`config.mk`:
```
export PLATFORM = sky130hd
export DESIGN_NAME = owl_link_ctrl_flat
export DESIGN_NICKNAME = d
export VERILOG_FILES = /design/src/rtl/owl_link_ctrl_if.sv /design/src/rtl/owl_link_ctrl.sv /design/src/flat_wrapper.sv
export SDC_FILE = /design/constraint.sdc
export NUM_CORES = 1
export LEC_CHECK = 0
export BUFFER_PORTS_ARGS = -buffer_cell sky130_fd_sc_hd__buf_4
export CORE_MARGIN = 4
export CORE_UTILIZATION = 60
export DETAILED_ROUTE_END_ITERATION = 6
export PLACE_DENSITY = 0.77
export SLEW_MARGIN = 20
export SYNTH_ARGS = -nofsm -noshare
export SYNTH_HDL_FRONTEND = slang
export SYNTH_SLANG_ARGS = --single-unit
```
`constraint.sdc`:
```
create_clock -name clk -period 9.12 [get_ports clk]
set_clock_uncertainty 0.15 [all_clocks]
set_input_delay 0.456 -clock clk [delete_from_list [all_inputs] [get_ports clk]]
set_output_delay 0.456 -clock clk [all_outputs]
set_load 0.05 [all_outputs]
```
`src/rtl/owl_link_ctrl_if.sv`:
```
// rtl/owl_link_ctrl_if.sv - byte handshake between the link frame controller and the one-wire transceiver
interface owl_link_ctrl_if;
  logic       owl_wctrl;
  logic [7:0] owl_wdata;
  logic       owl_wflag;
  logic       owl_rctrl;
  logic [7:0] owl_rdata;
  logic       owl_rflag;
  logic       owl_rxsof;
  logic       owl_rxeof;
  logic       owl_rx_en;

  modport master (
    output owl_wctrl, owl_wdata, owl_rctrl, owl_rx_en,
    input  owl_wflag, owl_rdata, owl_rflag, owl_rxsof, owl_rxeof
  );

  modport slave (
    input  owl_wctrl, owl_wdata, owl_rctrl, owl_rx_en,
    output owl_wflag, owl_rdata, owl_rflag, owl_rxsof, owl_rxeof
  );
endinterface

```
`src/rtl/owl_link_ctrl.sv`:
```
// rtl/owl_link_ctrl.sv - one-wire link frame controller: buffered TX with checksum append, RX capture with checksum check
module owl_link_ctrl #(
  parameter int DEPTH_LOG2 = 4
) (
  input  logic                  clk,
  input  logic                  rst,
  input  logic                  tx_wr,
  input  logic [7:0]            tx_wdata,
  input  logic                  tx_go,
  output logic                  tx_full,
  output logic                  tx_busy,
  output logic                  tx_done,
  input  logic                  rx_rd,
  output logic [7:0]            rx_rdata,
  output logic                  rx_empty,
  output logic                  rx_done,
  output logic [DEPTH_LOG2:0]   rx_len,
  output logic                  rx_chk_err,
  output logic                  rx_ovf,
  owl_link_ctrl_if.master       owl
);
  localparam int CW    = DEPTH_LOG2 + 1;
  localparam int DEPTH = 1 << DEPTH_LOG2;
  localparam logic [CW-1:0] DEPTH_C = {1'b1, {DEPTH_LOG2{1'b0}}};

  typedef enum logic [2:0] {T_IDLE, T_LOAD, T_WAIT, T_CHK, T_END} tx_state_e;

  tx_state_e         state_q, state_d;
  logic [CW-1:0]     tx_cnt_q, tx_cnt_d, tx_rd_q, tx_rd_d;
  logic [7:0]        tx_sum_q, tx_sum_d, wdata_q, wdata_d;
  logic              wctrl_q, wctrl_d, wflag_q, tx_done_q, tx_done_d;
  logic              tx_busy_q, tx_busy_d, tx_full_q, tx_full_d, rx_en_q, rx_en_d;
  logic              tx_we, wflag_fall;
  logic [7:0]        tx_mem_q [DEPTH];

  logic              rflag_q, rx_active_q, rx_active_d, rctrl_q, rctrl_d;
  logic [CW-1:0]     rx_cnt_q, rx_cnt_d, rx_rd_q, rx_rd_d, rx_len_q, rx_len_d;
  logic [7:0]        rx_sum_q, rx_sum_d;
  logic              rx_err_q, rx_err_d, rx_ovf_q, rx_ovf_d, rx_done_q, rx_done_d;
  logic              rx_empty_q, rx_empty_d, rx_we, rflag_rise;
  logic [DEPTH_LOG2-1:0] rx_waddr;
  logic [7:0]        rx_mem_q [DEPTH];

  assign wflag_fall = wflag_q & ~owl.owl_wflag;
  assign rflag_rise = owl.owl_rflag & ~rflag_q;

  always_comb begin
    state_d   = state_q;
    tx_cnt_d  = tx_cnt_q;
    tx_rd_d   = tx_rd_q;
    tx_sum_d  = tx_sum_q;
    wctrl_d   = 1'b0;
    wdata_d   = wdata_q;
    tx_done_d = 1'b0;
    // a write coinciding with tx_go is dropped so the frame length is fixed at launch
    tx_we     = tx_wr & ~tx_full_q & ~tx_go;
    if (tx_we) begin
      tx_cnt_d = tx_cnt_q + CW'(1);
      tx_sum_d = tx_sum_q + tx_wdata;
    end
    case (state_q)
      T_IDLE: if (tx_go && tx_cnt_q != '0 && !rx_active_q) state_d = T_LOAD;
      T_LOAD: begin
        wctrl_d = 1'b1;
        wdata_d = tx_mem_q[tx_rd_q[DEPTH_LOG2-1:0]];
        tx_rd_d = tx_rd_q + CW'(1);
        state_d = T_WAIT;
      end
      T_WAIT: if (wflag_fall) state_d = (tx_rd_q != tx_cnt_q) ? T_LOAD : T_CHK;
      T_CHK: begin
        wctrl_d = 1'b1;
        wdata_d = 8'h00 - tx_sum_q;
        state_d = T_END;
      end
      T_END: if (wflag_fall) begin
        tx_done_d = 1'b1;
        tx_cnt_d  = '0;
        tx_rd_d   = '0;
        tx_sum_d  = 8'h00;
        state_d   = T_IDLE;
      end
      default: state_d = T_IDLE;
    endcase
    tx_busy_d = (state_d != T_IDLE);
    tx_full_d = tx_busy_d || (tx_cnt_d == DEPTH_C);
    rx_en_d   = ~tx_busy_d;
  end

  always_comb begin
    rx_active_d = rx_active_q;
    rx_cnt_d    = rx_cnt_q;
    rx_rd_d     = rx_rd_q;
    rx_sum_d    = rx_sum_q;
    rx_len_d    = rx_len_q;
    rx_err_d    = rx_err_q;
    rx_ovf_d    = rx_ovf_q;
    rx_done_d   = 1'b0;
    rctrl_d     = 1'b0;
    rx_we       = 1'b0;
    rx_waddr    = '0;
    if (rx_rd && !rx_empty_q) rx_rd_d = rx_rd_q + CW'(1);
    // ordering below gives sof-clear, then byte capture, then eof-close within one cycle
    if (owl.owl_rxsof) begin
      rx_active_d = 1'b1;
      rx_cnt_d    = '0;
      rx_rd_d     = '0;
      rx_sum_d    = 8'h00;
      rx_err_d    = 1'b0;
      rx_ovf_d    = 1'b0;
    end
    if (rflag_rise && rx_active_d) begin
      rctrl_d  = 1'b1;
      rx_sum_d = rx_sum_d + owl.owl_rdata;
      if (rx_cnt_d < DEPTH_C) begin
        rx_we    = 1'b1;
        rx_waddr = rx_cnt_d[DEPTH_LOG2-1:0];
        rx_cnt_d = rx_cnt_d + CW'(1);
      end else begin
        rx_ovf_d = 1'b1;
      end
    end
    if (owl.owl_rxeof && rx_active_d) begin
      rx_done_d   = 1'b1;
      rx_active_d = 1'b0;
      rx_len_d    = (rx_cnt_d == '0) ? '0 : rx_cnt_d - CW'(1);
      rx_err_d    = (rx_sum_d != 8'h00) || (rx_cnt_d == '0);
    end
    rx_empty_d = rx_active_d || (rx_rd_d == rx_len_d);
  end

  always_ff @(posedge clk) begin
    if (rst) begin
      state_q     <= T_IDLE;
      tx_cnt_q    <= '0;
      tx_rd_q     <= '0;
      tx_sum_q    <= 8'h00;
      wctrl_q     <= 1'b0;
      wdata_q     <= 8'h00;
      wflag_q     <= 1'b0;
      tx_done_q   <= 1'b0;
      tx_busy_q   <= 1'b0;
      tx_full_q   <= 1'b0;
      rx_en_q     <= 1'b0;
      rflag_q     <= 1'b0;
      rx_active_q <= 1'b0;
      rctrl_q     <= 1'b0;
      rx_cnt_q    <= '0;
      rx_rd_q     <= '0;
      rx_len_q    <= '0;
      rx_sum_q    <= 8'h00;
      rx_err_q    <= 1'b0;
      rx_ovf_q    <= 1'b0;
      rx_done_q   <= 1'b0;
      rx_empty_q  <= 1'b1;
    end else begin
      state_q     <= state_d;
      tx_cnt_q    <= tx_cnt_d;
      tx_rd_q     <= tx_rd_d;
      tx_sum_q    <= tx_sum_d;
      wctrl_q     <= wctrl_d;
      wdata_q     <= wdata_d;
      wflag_q     <= owl.owl_wflag;
      tx_done_q   <= tx_done_d;
      tx_busy_q   <= tx_busy_d;
      tx_full_q   <= tx_full_d;
      rx_en_q     <= rx_en_d;
      rflag_q     <= owl.owl_rflag;
      rx_active_q <= rx_active_d;
      rctrl_q     <= rctrl_d;
      rx_cnt_q    <= rx_cnt_d;
      rx_rd_q     <= rx_rd_d;
      rx_len_q    <= rx_len_d;
      rx_sum_q    <= rx_sum_d;
      rx_err_q    <= rx_err_d;
      rx_ovf_q    <= rx_ovf_d;
      rx_done_q   <= rx_done_d;
      rx_empty_q  <= rx_empty_d;
    end
  end

  always_ff @(posedge clk) begin
    if (tx_we) tx_mem_q[tx_cnt_q[DEPTH_LOG2-1:0]] <= tx_wdata;
    if (rx_we) rx_mem_q[rx_waddr] <= owl.owl_rdata;
  end

  assign tx_full       = tx_full_q;
  assign tx_busy       = tx_busy_q;
  assign tx_done       = tx_done_q;
  assign rx_rdata      = rx_mem_q[rx_rd_q[DEPTH_LOG2-1:0]];
  assign rx_empty      = rx_empty_q;
  assign rx_done       = rx_done_q;
  assign rx_len        = rx_len_q;
  assign rx_chk_err    = rx_err_q;
  assign rx_ovf        = rx_ovf_q;
  assign owl.owl_wctrl = wctrl_q;
  assign owl.owl_wdata = wdata_q;
  assign owl.owl_rctrl = rctrl_q;
  assign owl.owl_rx_en = rx_en_q;
endmodule

```
`src/flat_wrapper.sv`:
```
// flat-port wrapper written by rule: the top's interface ports become plain ports
module owl_link_ctrl_flat 
#(
  parameter int DEPTH_LOG2 = 4
)
  (clk, rst, tx_wr, tx_wdata, tx_go, tx_full, tx_busy, tx_done, rx_rd, rx_rdata, rx_empty, rx_done, rx_len, rx_chk_err, rx_ovf, owl_owl_wctrl, owl_owl_wdata, owl_owl_rctrl, owl_owl_rx_en, owl_owl_wflag, owl_owl_rdata, owl_owl_rflag, owl_owl_rxsof, owl_owl_rxeof);
  owl_link_ctrl_if owl_i ();
  input  logic clk;
  input  logic rst;
  input  logic tx_wr;
  input  logic [7:0] tx_wdata;
  input  logic tx_go;
  output logic tx_full;
  output logic tx_busy;
  output logic tx_done;
  input  logic rx_rd;
  output logic [7:0] rx_rdata;
  output logic rx_empty;
  output logic rx_done;
  output logic [DEPTH_LOG2:0] rx_len;
  output logic rx_chk_err;
  output logic rx_ovf;
  output wire logic [$bits(owl_i.owl_wctrl)-1:0] owl_owl_wctrl;
  output wire logic [$bits(owl_i.owl_wdata)-1:0] owl_owl_wdata;
  output wire logic [$bits(owl_i.owl_rctrl)-1:0] owl_owl_rctrl;
  output wire logic [$bits(owl_i.owl_rx_en)-1:0] owl_owl_rx_en;
  input wire logic [$bits(owl_i.owl_wflag)-1:0] owl_owl_wflag;
  input wire logic [$bits(owl_i.owl_rdata)-1:0] owl_owl_rdata;
  input wire logic [$bits(owl_i.owl_rflag)-1:0] owl_owl_rflag;
  input wire logic [$bits(owl_i.owl_rxsof)-1:0] owl_owl_rxsof;
  input wire logic [$bits(owl_i.owl_rxeof)-1:0] owl_owl_rxeof;
  assign owl_owl_wctrl = owl_i.owl_wctrl;
  assign owl_owl_wdata = owl_i.owl_wdata;
  assign owl_owl_rctrl = owl_i.owl_rctrl;
  assign owl_owl_rx_en = owl_i.owl_rx_en;
  assign owl_i.owl_wflag = owl_owl_wflag;
  assign owl_i.owl_rdata = owl_owl_rdata;
  assign owl_i.owl_rflag = owl_owl_rflag;
  assign owl_i.owl_rxsof = owl_owl_rxsof;
  assign owl_i.owl_rxeof = owl_owl_rxeof;
  owl_link_ctrl #(.DEPTH_LOG2(DEPTH_LOG2)) u_core (.clk(clk), .rst(rst), .tx_wr(tx_wr), .tx_wdata(tx_wdata), .tx_go(tx_go), .tx_full(tx_full), .tx_busy(tx_busy), .tx_done(tx_done), .rx_rd(rx_rd), .rx_rdata(rx_rdata), .rx_empty(rx_empty), .rx_done(rx_done), .rx_len(rx_len), .rx_chk_err(rx_chk_err), .rx_ovf(rx_ovf), .owl(owl_i));
endmodule
```
==> results of run 1 <==
==> synth_stat cells (3+ instances only) <==
| master | n |
|---|---|
| o21ai_0 | 6 |
| mux2i_1 | 13 |
| nor3_1 | 20 |
| mux4_2 | 80 |
| nand4_1 | 5 |
| o21a_1 | 3 |
| o21bai_1 | 3 |
| nor2_1 | 80 |
| a21o_1 | 7 |
| or3_1 | 5 |
| nor3b_1 | 3 |
| a21oi_1 | 34 |
| edfxtp_1 | 256 |
| and2_1 | 3 |
| dfxtp_1 | 69 |
| xor2_1 | 13 |
| a211oi_1 | 10 |
| inv_1 | 18 |
| ha_1 | 24 |
| xnor2_1 | 20 |
| nor2b_1 | 21 |
| buf_2 | 11 |
| nand3b_1 | 8 |
| a31oi_1 | 7 |
| nand2_1 | 45 |
| nand3_1 | 8 |
| o31ai_1 | 3 |
| nand2b_1 | 9 |
| and3_1 | 3 |
| buf_1 | 8 |
| nor4_1 | 5 |
| clkbuf_1 | 28 |
==> cell families (layout without fill, tap and decap cells) <==
| kind of cell | Yosys count | after routing |
|---|---|---|
| adder cells (fa/ha/maj) | 26 | 26 |
| flip-flops | 325 | 325 |
| AO/OA/AOI/OAI | 100 | 100 |
| multiplexers | 94 | 94 |
| buffers and inverters | 67 | 142 |
| AND/OR/NAND/NOR | 225 | 225 |
| XOR/XNOR | 33 | 33 |
==> path summary, 6_finish.rpt <==
| kind | from | end | slack [ns] | depth (start not counted) |
|---|---|---|---|---|
| setup / recovery | u_core.rx_rd_q[0]$_SDFF_PP0_ | rx_rdata[5] | 5.75 | 4 |
| setup reg to reg | u_core.rflag_q$_SDFF_PP0_ | u_core.rx_mem_q[9][5]$_DFFE_PP_ | 6.02 | 4 |
| hold / removal | owl_owl_wflag | u_core.wflag_q$_SDFF_PP0_ | 0.04 | 2 |
| hold reg to reg | u_core.rx_len[2]$_SDFF_PP0_ | u_core.rx_len[2]$_SDFF_PP0_ | 0.34 | 2 |
==> layout make-up <==
| type | instances | share of cell area |
|---|---|---|
| sequential | 325 | 0.585 |
| multi-input combinational | 478 | 0.282 |
| clock buffer | 40 | 0.0569 |
| timing repair buffer | 64 | 0.0311 |
| tap | 285 | 0.0230 |
| clock inverter | 20 | 0.0181 |
| inverter | 18 | 0.00435 |
==> layer usage <==
layer	GRT usage	wire [um]	up-vias
met5	0	0	-
met4	0.0659	708	0
met3	0.0349	1320	44
met2	0.394	14700	209
met1	0.294	11100	3793
li1	-	-	3470
==> sequential cells by signal, summed over array words and instances (netlist names), 3 cells and up, named ones only <==
register / flops
u_core.rx_cnt_q: 5
u_core.tx_cnt_q: 5
u_core.tx_mem_q: 128
u_core.tx_rd_q: 5
u_core.state_q: 3
u_core.tx_sum_q: 8
u_core.owl.owl_wdata: 8
u_core.rx_sum_q: 8
u_core.rx_mem_q: 128
u_core.rx_len: 5
u_core.rx_rd_q: 5
==> per-stage QoR <==
step	instance area, um2	utilization	hold slack (ns)	setup slack [ns]	total power [W]
after CTS	15500	0.687	0.0420	5.69	0.00329
after global routing	15500	0.687	0.0484	5.60	0.00338
after detailed placement	14300	0.635	0.331	5.68	0.00186
after global placement	14300	0.635	0.326	5.75	0.00186
after floorplan	13700	-	0.314	5.86	0.00180
final	15500	0.687	0.0432	5.75	0.00326
==> power by group <==
part / internal, W / leakage (nW) / total [W] / switching [W]
sequential: 0.00161 / 2.87 / 0.00163 / 0.0000126
clock: 0.000870 / 0.570 / 0.00143 / 0.000560
combinational: 0.0000804 / 1.71 / 0.000208 / 0.000127
total: 0.00256 / 5.15 / 0.00326 / 0.000700
==> reports/qor.csv, run 1 <==
stage,metric,value,unit
clock_tree,worst skew pair latency,0.51,ns
power_and_ir_drop,maximum vdd ir drop,0.181,mV
power_and_ir_drop,Power Dens Cells,210,nW/um2
synthesis,Synth Area per Inst,15.7,um2
power_and_ir_drop,Leak,5.15,nW
layout,"commonest non-fill, non-tap cell in the layout",edfxtp_1,
sta,Tightest Pin Transition,1.08,ns
synthesis,Post-Synth Adder-Cell Area,0.0248,
worst_setup_path,CP max-delay cell,mux4_2,
outcome,outcome,"complete, no violations",
synthesis,syn nets,921,
global_route,initial antenna violation count,0,
clock_tree,Resized cells post-CTS,0,
synthesis,"area leader, netlist",edfxtp_1,
routing,drt first-iter violations,626,
worst_setup_path,critical path cell sequence,"buf_4, mux4_2, mux4_2, buf_4",
global_route,largest net degree at the start of global routing,50,
layout,area grow syn2layout,13.3,%
routing,Via density,6.11,
synthesis,largest family of logic cells by synthesized area,multiplexers,
routing,Detail Route Antenna Nets,0,
layout,most frequent cells in the layout,"edfxtp_1 (256), mux4_2 (80), nor2_1 (80), dfxtp_1 (67), buf_4 (63)",
global_route,GRT Residual Overflow,0,
floorplan,Std-Cell Core Area,22600,um2
run,Max-Cap Viols,0,
sta,# setup viols final,0,
placed_design,DP Cell Count,1169,
worst_setup_path,WP data arrival,2.76,ns
floorplan,die area,25300,um2
sta,unrepaired setup endpoints after global routing,false,
placed_design,port bufs,55,
layout,Seq. cell area,9070,um2
synthesis,Compound-Gate Fraction of Synth Area,0.0505,
floorplan,chip width,159,um
synthesis,register area share after synthesis,0.662,
synthesis,Synth Instances,870,
routing,final WL,27800,um
synthesis,top-area cell type share of the netlist area,0.561,
clock_tree,Hold Buf Count CTS,1,
sta,final hold vios,0,
worst_hold_path,worst min path class,input pin to flop,
routing,TritonRoute pass-1 iters,4,
sta,Slew headroom,0.280,
layout,diode count,0,
global_route,number of global-route vias before repair,7724,
clock_tree,total CTS buffers,34,
placed_design,GP Congestion,0.839,
global_route,gr usage total,0.225,
synthesis,post-synthesis mux area share,0.142,
clock_tree,CTS H-tree lvls,2,
worst_setup_path,Worst setup EP type,output pin,
clock_tree,CTS tree,yes,
sta,fin crit share,0.370,
sta,"Min Clock Period, post-route",3.37,ns
layout,Layout fillers,1478,
worst_setup_path,crit path buf inv count,2,
sta,Setup TNS,0,ns
clock_tree,Root Driver,clkbuf_16,
worst_setup_path,peak fanout along the critical path,32,
floorplan,std cell rows,55,
synthesis,Mapped Area,13700,um2
placed_design,dpl hpwl,18000,um
clock_tree,Post-CTS Setup Bufs,0,
synthesis,Synth area leaders,"edfxtp_1 (56%), mux4_2 (13%), dfxtp_1 (10%)",
routing,DR vias,7516,
floorplan,starting density of the core,0.607,
layout,area of the multi-input gates,4370,um2
synthesis,dominant synthesized flop cell,edfxtp_1,
clock_tree,clk buf depth,3,
synthesis,total number of yosys warnings,0,
global_route,global-route wire length before repair,44500,um
clock_tree,clock sinks,325,
sta,maximum operating frequency,297,MHz
synthesis,asr flop ratio synth,0,
layout,Layout Cells excl Fill,1230,
worst_setup_path,max incr delay on CP,0.64,ns
floorplan,Top Ports,56,
synthesis,Unique masters post-synth,66,
layout,Nets,972,
synthesis,Simple-Gate Fraction of Synth Area,0.0796,
layout,ratio of cells with drive above 1 in the final layout,0.222,
floorplan,Die Y,159,um
synthesis,Synth Area in XOR/XNOR,0.0211,
clock_tree,clk slew on worst S/H paths,0.06,ns
synthesis,Post-synth EDFFs,256,
worst_setup_path,CP Launch Type,flop,
worst_setup_path,Crit path required time,8.51,ns
sta,"Slew Viols, Final",0,
worst_setup_path,"delay-heaviest family, CP",multiplexers,
synthesis,"FF+latch count, synth",325,
routing,wire per inst,22.6,um
worst_setup_path,critical path type,flop to output pin,
routing,DRC violations left,0,
(Power assumes the default switching activity.)
==> run 2, diff against run 1 <==
Settings changed: CORE_UTILIZATION 60 to 55, PLACE_DENSITY 0.77 to 0.74.
Clock period 9.12 ns to 2.8 ns, I/O delays scaled along.
==> reports/qor.csv, run 2 (same netlist as run 1, synthesis figures left out) <==
stage,metric,value,unit
routing,final WL,29500,um
floorplan,Die Y,166,um
outcome,outcome,"complete, no violations",
floorplan,Top Ports,56,
floorplan,std cell rows,57,
worst_setup_path,WP data arrival,2.42,ns
worst_setup_path,critical path cell sequence,"buf_12, mux4_2, mux4_2, buf_4",
worst_setup_path,Crit path required time,2.51,ns
sta,Setup TNS,0,ns
sta,"Slew Viols, Final",0,
power_and_ir_drop,maximum vdd ir drop,0.550,mV
placed_design,GP Congestion,0.941,
clock_tree,Root Driver,clkbuf_16,
sta,unrepaired setup endpoints after global routing,false,
sta,maximum operating frequency,369,MHz
layout,area grow syn2layout,17.7,%
sta,Tightest Pin Transition,0.884,ns
power_and_ir_drop,Leak,5.46,nW
clock_tree,clk buf depth,3,
worst_setup_path,max incr delay on CP,0.56,ns
worst_setup_path,CP Launch Type,flop,
sta,fin crit share,0.967,
run,Max-Cap Viols,0,
routing,TritonRoute pass-1 iters,5,
power_and_ir_drop,Power Dens Cells,642,nW/um2
routing,Via density,5.93,
sta,Final Worst Setup Slack,0.0912,ns
routing,wire per inst,22.1,um
routing,DR vias,7940,
sta,Slew headroom,0.409,
layout,Nets,1042,
clock_tree,worst skew pair latency,0.51,ns
clock_tree,clk slew on worst S/H paths,0.06,ns
clock_tree,total CTS buffers,35,
clock_tree,CTS tree,yes,
placed_design,pre-CTS setup slack,0.163,ns
global_route,initial antenna violation count,0,
global_route,number of global-route vias before repair,8076,
worst_setup_path,peak fanout along the critical path,35,
worst_setup_path,crit path buf inv count,2,
routing,drt first-iter violations,675,
floorplan,Std-Cell Core Area,24400,um2
sta,"Min Clock Period, post-route",2.71,ns
layout,diode count,0,
floorplan,chip width,166,um
layout,Layout fillers,1700,
floorplan,starting density of the core,0.562,
routing,Detail Route Antenna Nets,0,
layout,post-route cell area,16100,um2
layout,ratio of cells with drive above 1 in the final layout,0.251,
clock_tree,clock sinks,325,
placed_design,port bufs,55,
global_route,gr usage total,0.216,
worst_setup_path,crit-path most repeated cell,mux4_2,
worst_hold_path,worst min path class,input pin to flop,
worst_setup_path,Worst setup EP type,output pin,
sta,final hold vios,0,
worst_setup_path,critical path type,flop to output pin,
worst_setup_path,"delay-heaviest family, CP",multiplexers,
clock_tree,Post-CTS Setup Bufs,0,
power_and_ir_drop,Final Power,0.0103,W
layout,most frequent cells in the layout,"edfxtp_1 (256), buf_4 (104), mux4_2 (80), nor2_1 (80), dfxtp_1 (67)",
routing,DRC violations left,0,
worst_setup_path,CP max-delay cell,mux4_2,
global_route,GRT Residual Overflow,0,
clock_tree,CTS H-tree lvls,2,
sta,# setup viols final,0,
global_route,global-route wire length before repair,46600,um
placed_design,dpl hpwl,19000,um
layout,"commonest non-fill, non-tap cell in the layout",edfxtp_1,
placed_design,placed cell area,14800,um2
floorplan,die area,27500,um2
global_route,largest net degree at the start of global routing,50,
run 2: cell types whose count changed in the layout (fill, tap and decap cells not counted), sizes merged:
cell         delta
buf            +45
dlygate4sd3    +24
clkbuf          +6
bufinv          -5
clkinvlp        -1
run 2: power breakdown:
group	leakage, nW	switching (W)	total [W]	internal [W]
clock network	0.527	0.00179	0.00430	0.00251
registers	2.87	0.0000388	0.00530	0.00526
logic	2.06	0.000438	0.000752	0.000314
total	5.46	0.00227	0.0103	0.00808
run 2: final timing paths:
check                                                    from                            end  slack (ns)  depth (start not counted)
worst max-delay path             u_core.rx_rd_q[0]$_SDFF_PP0_                    rx_rdata[1]        0.09                          4
worst min-delay path                                    tx_wr  u_core.tx_sum_q[3]$_SDFF_PP0_        0.04                          4
worst max register to register  u_core.rx_cnt_q[1]$_SDFF_PP0_     u_core.rx_empty$_SDFF_PP1_        0.18                         10
worst min register to register  u_core.tx_sum_q[7]$_SDFF_PP0_  u_core.tx_sum_q[7]$_SDFF_PP0_        0.35                          2
run 2: per-layer routing:
| metal | GRT usage | up-vias | part of all wire |
|---|---|---|---|
| li1 | - | 3610 | - |
| met1 | 0.311 | 4027 | 0.43 |
| met2 | 0.345 | 264 | 0.48 |
| met3 | 0.0409 | 39 | 0.066 |
| met4 | 0.0574 | 0 | 0.019 |
| met5 | 0 | - | 0 |
run 2: cell type report:
type,count,area (um2),share of cell area
Clock buffer,46,958,0.0595
Clock inverter,14,113,0.00699
Inverter,18,67.6,0.00419
Multi-Input combinational cell,478,4390,0.272
Sequential cell,325,9070,0.563
Tap cell,324,405,0.0252
Timing Repair Buffer,133,1110,0.0689
run 2: worst register-to-register path, cell delays in order, from the launching register on:
cell and delay, ns:
dfxtp_1 0.36, nand2_1 0.10, inv_1 0.12, ha_1 0.24
inv_1 0.08, o41a_1 0.44, and2_4 0.16, a31o_1 0.23
and4_1 0.17, a211o_1 0.22, a41o_1 0.23
run 2: what timing repair did:
action	in CTS	in global routing
gates resized for setup	0	8
endpoints found under the setup margin	0	4
hold buffers	25	0
endpoints found under the hold margin	291	0
run 2: stage by stage:
step / utilization / std cells / hold slack (ns)
after floorplan: - / 870 / 0.0693
after global placement: 0.606 / 1253 / 0.202
after detailed placement: 0.606 / 1253 / 0.202
after CTS: 0.660 / 1338 / 0.00308
after global routing: 0.661 / 1338 / 0.0424
final: 0.661 / 1338 / 0.0372
==> run 3, diff against run 2 <==
Settings changed: ABC_AREA set to 1.
==> reports/qor.csv, run 3 <==
stage,metric,value,unit
outcome,outcome,"complete, no violations",
synthesis,Mapped Area,13700,um2
routing,met3 wire len,2060,um
layout,"commonest non-fill, non-tap cell in the layout",edfxtp_1,
worst_setup_path,crit path buf inv count,3,
routing,DRC violations left,0,
layout,area of the multi-input gates,4070,um2
clock_tree,Post-CTS Setup Bufs,0,
routing,final WL,32200,um
worst_setup_path,Crit path required time,2.51,ns
worst_setup_path,critical path type,flop to output pin,
global_route,GRT Residual Overflow,0,
sta,"Min Clock Period, post-route",2.50,ns
layout,area grow syn2layout,16.5,%
routing,M1 WL,13400,um
floorplan,Std-Cell Core Area,24400,um2
floorplan,die area,27500,um2
placed_design,dpl hpwl,20900,um
worst_setup_path,peak fanout along the critical path,38,
routing,met2 wire length,15700,um
worst_setup_path,CP max-delay cell,dfxtp_2,
synthesis,asr flop ratio synth,0,
clock_tree,clk slew on worst S/H paths,0.06,ns
routing,Top Metal Used,met4,
synthesis,Synth Area per Inst,10.8,um2
synthesis,dominant synthesized flop cell,edfxtp_1,
synthesis,register area share after synthesis,0.661,
layout,Layout Cells excl Fill,1725,
global_route,global-route wire length before repair,51600,um
routing,drt first-iter violations,1030,
sta,Setup TNS,0,ns
worst_setup_path,"delay-heaviest family, CP",compound AO/OA/AOI/OAI gates,
synthesis,top-area cell type share of the netlist area,0.561,
synthesis,"area leader, netlist",edfxtp_1,
synthesis,syn nets,1320,
global_route,largest net degree at the start of global routing,51,
worst_hold_path,worst min path class,input pin to flop,
worst_setup_path,critical path cell sequence,"clkinv_1, buf_4, o21ai_0, o221ai_1, o211ai_1, nand3_1, buf_4",
global_route,number of global-route vias before repair,9561,
run,Max-Cap Viols,0,
clock_tree,total CTS buffers,35,
worst_setup_path,crit-path most repeated cell,buf_4,
synthesis,top-count cell post-synth,edfxtp_1,
clock_tree,worst skew pair latency,0.50,ns
placed_design,placed cell area,14700,um2
sta,Slew headroom,0.546,
layout,Layout fillers,1860,
clock_tree,clk buf depth,3,
sta,# setup viols final,0,
synthesis,Post-synth top cells,"edfxtp_1 (256), nor2_1 (248), o21ai_0 (164)",
synthesis,Unique masters post-synth,42,
routing,Via density,5.73,
placed_design,port bufs,55,
floorplan,chip width,166,um
clock_tree,Resized cells post-CTS,0,
floorplan,std cell rows,57,
sta,final hold vios,0,
power_and_ir_drop,Leak,5.86,nW
floorplan,Die Y,166,um
power_and_ir_drop,Power Dens Cells,651,nW/um2
power_and_ir_drop,maximum vdd ir drop,0.620,mV
synthesis,"FF+latch count, synth",325,
worst_setup_path,WP data arrival,2.21,ns
routing,DR vias,9878,
global_route,initial antenna violation count,0,
layout,most frequent cells in the layout,"edfxtp_1 (256), nor2_1 (248), o21ai_0 (164), nand2_1 (123), buf_4 (101)",
clock_tree,clock sinks,325,
worst_setup_path,max incr delay on CP,0.39,ns
sta,fin crit share,0.894,
sta,"Slew Viols, Final",0,
routing,Detail Route Antenna Nets,0,
layout,Nets,1427,
floorplan,Top Ports,56,
placed_design,GP Congestion,0.849,
synthesis,Synth Instances,1269,
clock_tree,CTS tree,yes,
layout,post-route cell area,16000,um2
global_route,gr usage total,0.229,
worst_setup_path,CP Launch Type,flop,
layout,diode count,0,
routing,wire per inst,18.7,um
clock_tree,Root Driver,clkbuf_16,
clock_tree,Hold Buf Count CTS,25,
worst_setup_path,Worst setup EP type,output pin,
clock_tree,CTS H-tree lvls,2,
synthesis,Post-synth EDFFs,256,
floorplan,starting density of the core,0.562,
placed_design,DP Cell Count,1638,
layout,Seq. cell area,9070,um2
sta,unrepaired setup endpoints after global routing,false,
synthesis,total number of yosys warnings,0,
sta,Tightest Pin Transition,0.678,ns
layout,ratio of cells with drive above 1 in the final layout,0.120,
sta,maximum operating frequency,400,MHz
synthesis,Synth area leaders,"edfxtp_1 (56%), dfxtp_1 (10%), nor2_1 (6.8%)",
routing,TritonRoute pass-1 iters,6,
## run 3: cell types whose count changed after synthesis, sizes merged, moves of 21 or more
| cell | previous run | this run |
|---|---|---|
| o221ai | 0 | 32 |
| nor2 | 80 | 252 |
| nor2b | 21 | 0 |
| mux4 | 80 | 0 |
| o22ai | 0 | 34 |
| nand2 | 45 | 125 |
| nand3 | 8 | 49 |
| o21ai | 8 | 167 |
| inv | 18 | 88 |
## run 3: through the flow
stage	hold WS [ns]	setup slack, ns	total power [W]	util
2_1_floorplan	0.0693	0.452	0.00587	-
3_3_place_gp	0.174	0.328	0.00613	0.601
3_5_place_dp	0.178	0.242	0.00615	0.601
4_1_cts	0.0455	0.289	0.0104	0.655
5_1_grt	0.105	0.0693	0.0107	0.655
6_report	0.0635	0.297	0.0104	0.655
## run 3: layout make-up
class,instances,area share
Inverter,92,0.0216
Multi-Input combinational cell,795,0.254
Tap cell,324,0.0254
Sequential cell,325,0.568
Timing Repair Buffer,127,0.0644
Clock buffer,45,0.0580
Clock inverter,17,0.00861
## run 3: per-layer routing
metal | vias to the layer above | track usage
li1 | 4710 | -
met1 | 4692 | 0.308
met2 | 400 | 0.388
met3 | 76 | 0.0319
met4 | 0 | 0.0786
met5 | - | 0
## run 3: worst paths after layout
path | from | cells after the start | end | slack, ns
max | u_core.rx_rd_q[0]$_SDFF_PP0_ | 7 | rx_rdata[4] | 0.30
min | owl_owl_rxsof | 4 | u_core.rx_rd_q[0]$_SDFF_PP0_ | 0.06
max reg2reg | u_core.rx_cnt_q[4]$_SDFF_PP0_ | 16 | u_core.rx_empty$_SDFF_PP1_ | 0.36
min reg2reg | u_core.owl.owl_wdata[3]$_SDFFE_PP0P_ | 2 | u_core.owl.owl_wdata[3]$_SDFFE_PP0P_ | 0.35
## run 3: logic make-up after synthesis
family / after synthesis / synth area share
buffers and inverters: 149 / 0.0422
adders and majority gates: 26 / 0.0248
xor gates and xnor gates: 16 / 0.0102
DFF: 325 / 0.661
and+or+nand+nor: 454 / 0.135
AOI/OAI and AO/OA: 299 / 0.126
## run 3: where the power goes
part	internal (W)	leakage (nW)	switching [W]
sequential	0.00526	2.87	0.0000375
combinational	0.000252	2.47	0.000528
clock	0.00253	0.521	0.00179
total	0.00804	5.86	0.00236
## run 3: tightest hold or removal path, cell delays in order
cell    delay, ns
buf_4        0.24
nor3_1       0.14
inv_1        0.09
nor2_1       0.04
